File: config.mk
export PLATFORM = sky130hd
export DESIGN_NAME = prio_encoder_rr
export DESIGN_NICKNAME = d
export VERILOG_FILES = /design/src/rtl/prio_encoder_rr.sv
export SDC_FILE = /design/constraint.sdc
export NUM_CORES = 1
export LEC_CHECK = 0
export BUFFER_PORTS_ARGS = -buffer_cell sky130_fd_sc_hd__buf_2
export CORE_MARGIN = 5
export CORE_UTILIZATION = 40
export CTS_CLUSTER_SIZE = 12
export DETAILED_ROUTE_END_ITERATION = 12
export PLACE_DENSITY_LB_ADDON = 0.2
export SLEW_MARGIN = 25
export SYNTH_ARGS = -nofsm -noshare
export SYNTH_HDL_FRONTEND = slang
export SYNTH_SLANG_ARGS = --single-unit
File: constraint.sdc
create_clock -name clk -period 3.7 [get_ports clk]
set_clock_uncertainty 0.1 [all_clocks]
set_input_delay 0.74 -clock clk [delete_from_list [all_inputs] [get_ports clk]]
set_output_delay 0.74 -clock clk [all_outputs]
set_load 0.005 [all_outputs]
File: src/rtl/prio_encoder_rr.sv
// Registered N-input priority encoder/arbiter with fixed-priority or round-robin
// winner selection, presented as index plus one-hot grant under valid/ready.
module prio_encoder_rr #(
    parameter int N     = 8,
    parameter int IDX_W = 3
) (
    input  logic             clk,
    input  logic             rst_n,
    input  logic [N-1:0]     req,
    input  logic             rr_mode,
    output logic             out_valid,
    input  logic             out_ready,
    output logic [IDX_W-1:0] out_idx,
    output logic [N-1:0]     out_onehot,
    output logic             busy
);

    typedef enum logic {
        IDLE,
        HOLD
    } state_t;

    state_t             state_q, state_d;
    logic [IDX_W-1:0]   idx_q, idx_d;
    logic [IDX_W-1:0]   last_q, last_d;
    logic [N-1:0]       onehot_q, onehot_d;

    logic [IDX_W-1:0]   fp_idx;
    logic [IDX_W-1:0]   rr_idx;
    logic [IDX_W-1:0]   win_idx;
    logic               capture;

    always_comb begin
        logic [IDX_W-1:0] pos;
        pos    = '0;
        fp_idx = '0;
        rr_idx = '0;
        // Ascending scan: the last set bit seen is the highest index.
        for (int i = 0; i < N; i++) begin
            pos = IDX_W'(i);
            if (req[pos]) begin
                fp_idx = pos;
            end
        end
        // Visit candidates from lowest to highest round-robin priority so the
        // final hit is (last-1) mod N or the nearest set bit below it, wrapping.
        for (int k = N; k >= 1; k--) begin
            pos = IDX_W'((int'(last_q) + N - k) % N);
            if (req[pos]) begin
                rr_idx = pos;
            end
        end
    end

    always_comb begin
        win_idx  = rr_mode ? rr_idx : fp_idx;
        capture  = ((state_q == IDLE) || out_ready) && (|req);
        state_d  = state_q;
        idx_d    = idx_q;
        onehot_d = onehot_q;
        last_d   = last_q;
        if (capture) begin
            state_d  = HOLD;
            idx_d    = win_idx;
            onehot_d = N'(1) << win_idx;
            last_d   = win_idx;
        end else if ((state_q == HOLD) && out_ready) begin
            state_d = IDLE;
        end
    end

    always_ff @(posedge clk or negedge rst_n) begin
        if (!rst_n) begin
            state_q  <= IDLE;
            idx_q    <= '0;
            onehot_q <= '0;
            last_q   <= '0;
        end else begin
            state_q  <= state_d;
            idx_q    <= idx_d;
            onehot_q <= onehot_d;
            last_q   <= last_d;
        end
    end

    assign out_valid  = (state_q == HOLD);
    assign busy       = (state_q == HOLD);
    assign out_idx    = idx_q;
    assign out_onehot = onehot_q;

endmodule

==> flow_summary.json <==
{
  "final_nets": 188,
  "placed_cells": 217,
  "total_leakage_power_nw": 0.787,
  "cp_slowest_cell": "or4_1",
  "cp-end-kind": "register",
  "cp_top_family": "multiplexers",
  "antenna_found_initial": 0,
  "synth_area_mm2": 0.00152,
  "total_power_mw": 1.77,
  "crit_start": "last_q[0]",
  "clk_latency_ns": 0.24,
  "finish.utilization": 0.464,
  "crit_cells": 8,
  "antenna_left": 0,
  "root_buffer": "clkbuf_8",
  "post_cts_buffers": 0,
  "portBuffers": 24,
  "synth_top_area_frac": 0.198,
  "die_width_um": 71.6,
  "cts.reportedPaths.clkPinSlew_ns": 0.05,
  "synth_cell_type_count": 47,
  "fmax_mhz": 310,
  "setup_viol_count_final": 0,
  "p_per_area_mw_per_mm2": 1040,
  "relSlewSlack": 0.564,
  "fin_crit_sh": 0.872,
  "grt_pass1_wl_um": 6690,
  "ys_seq_elements": 12,
  "hold_buffers": 0,
  "most-common-layout-cells": "buf_2, nand2_1, dfrtp_1",
  "synth_nets": 170,
  "min_path_type": "input pin to async pin",
  "wl_um": 3910,
  "layoutNonFillerInstCount": 221,
  "drive_above_1_share": 0.324,
  "design_area_mm2": 0.00170,
  "dp_slack_ns": 0.464,
  "n_antenna_cell": 0,
  "cts-htree-levels": 1,
  "rsz0062_at_grt": "no",
  "rrSetupSlack_ns": 0.47,
  "grt_max_degree": 19,
  "area_growth_pct": 11.8,
  "via_per_inst": 6.26,
  "worstMarginPinSlew_ns": 0.654,
  "dr.pass1.iters": 4,
  "setup-tns-final_ns": 0,
  "tritoncts": "yes",
  "vias": 1384,
  "grt_pass1_vias": 1378,
  "worstSetupPathType": "register to register",
  "whs_ns": 0.269,
  "crit_arrival_ns": 3.26,
  "period_needed_ns": 3.23,
  "r2r_start": "last_q[0]",
  "wire_per_inst_um": 17.7,
  "core-area_mm2": 0.00366,
  "required_ns": 3.74,
  "cp.buffers_inverters": 2,
  "cts_inserted_buffers": 3,
  "yosysTopAreaCell": "dfrtp_1",
  "cts.path.max_buffers": 2,
  "finalMaxSlewViolations": 0,
  "netlist_instances": 156,
  "cp_max_fo": 9,
  "start_util": 0.415,
  "yosysSeqAreaShare": 0.198,
  "crit_path_end": "out_onehot[1]",
  "crit_chain": "inv_1 > ha_1 > buf_4 > mux4_2 > mux2i_1 > a21oi_1 > or4_1 > o41ai_2",
  "irDropWorstVdd_v": 0.000387,
  "hold_viol_final": 0,
  "cts_resized": 0,
  "dieArea_mm2": 0.00513,
  "r2r_cells": 8,
  "syn_area_per_cell_um2": 9.74,
  "setup_ws_ns": 0.473,
  "synthTopCellsByArea": "dfrtp_1, mux4_2, mux2i_1",
  "ios": 25,
  "drt-initial-drc-count": 82,
  "slowest_delay_ns": 0.71,
  "status": "finished clean",
  "post_dp_cell_area_mm2": 0.00164,
  "maxCapViolations": 0,
  "rows": 22,
  "hpwl_um": 2980,
  "gr-total-overflow": 0,
  "die_y_um": 71.6,
  "gp_congestion": 0.832,
  "cts_sinks": 12,
  "cp-start-kind": "register",
  "r2r_end": "out_onehot[1]",
  "final_common_cell": "buf_2",
  "yosysWarnings": 0,
  "drcViolationCount": 0,
  "grtUsageTotal": 0.162
}
-- Yosys cell counts, drive strengths merged --
library cell	instances
a22o	2
a221oi	1
nor4	1
nor2	7
inv	6
nor2b	2
mux4	12
a21bo	1
a211oi	2
o21ai	3
xor2	2
clkbuf	4
a21o	4
xnor2	2
or4	1
nand3b	2
mux2	8
a31o	1
a31oi	5
and2	4
a21oi	7
mux2i	10
and3	2
ha	2
o32ai	1
a211o	1
nor3	2
or3	2
o21bai	1
a41o	4
o2111ai	1
nand3	2
dfrtp	12
nand2	16
o41ai	4
a221o	1
buf	11
nand2b	6
o211ai	1
-- worst register-to-register path, cell delays in order, from the launching register on --
cell,delay (ns)
dfrtp_1,0.35
inv_1,0.11
ha_1,0.38
buf_4,0.19
mux4_2,0.57
mux2i_1,0.27
a21oi_1,0.10
or4_1,0.71
o41ai_2,0.34
-- flip-flops by register name, summed over array words and instances, names as in the netlist --
signal and count:
busy 1, out_onehot 8, last_q 3
-- report_power, final --
group          leakage [nW]  internal, mW  switching, mW  total [mW]
Sequential            0.152         0.181         0.0457       0.226
Clock                0.0288        0.0941         0.0490       0.143
Combinational         0.606         0.648          0.750        1.40
Total                 0.787         0.923          0.845        1.77
-- how the worst min path moves through the flow --
stage	from	to	slack (ns)
detailed placement	out_onehot[3]	out_onehot[3]	0.35
global route	rst_n	out_onehot[0]	0.28
floorplan	rst_n	busy	0.34
global placement	out_onehot[3]	out_onehot[3]	0.36
CTS	rst_n	out_onehot[3]	0.27
finish	rst_n	out_onehot[1]	0.27
-- area by class of cell --
| class | count | area (µm²) |
|---|---|---|
| well taps | 48 | 60.1 |
| clock buffers | 4 | 55.1 |
| flip-flops and latches | 12 | 300 |
| multi-input cells | 123 | 1110 |
| fillers | 342 | 1960 |
| repair buffers | 28 | 150 |
| inverters | 6 | 22.5 |
-- metal layers --
layer  vias up  share of wire  global-route usage
met5         -              0                   0
met4         0          0.016              0.0543
met1       696           0.44               0.219
met2        44           0.50               0.269
li1        637              -                   -
met3         7          0.045              0.0182
-- cells by family (layout without fill, tap and decap cells) --
| kind of cell | count (synthesis) | count (layout) | share of synthesized area |
|---|---|---|---|
| adders and majority gates | 2 | 2 | 0.0165 |
| muxes | 30 | 30 | 0.311 |
| AOI/OAI and AO/OA | 40 | 40 | 0.226 |
| buffers and inverters | 21 | 38 | 0.0717 |
| xor gates and xnor gates | 4 | 4 | 0.0231 |
| and+or+nand+nor | 47 | 47 | 0.155 |
| DFF | 12 | 12 | 0.198 |
(Power assumes the default switching activity.)
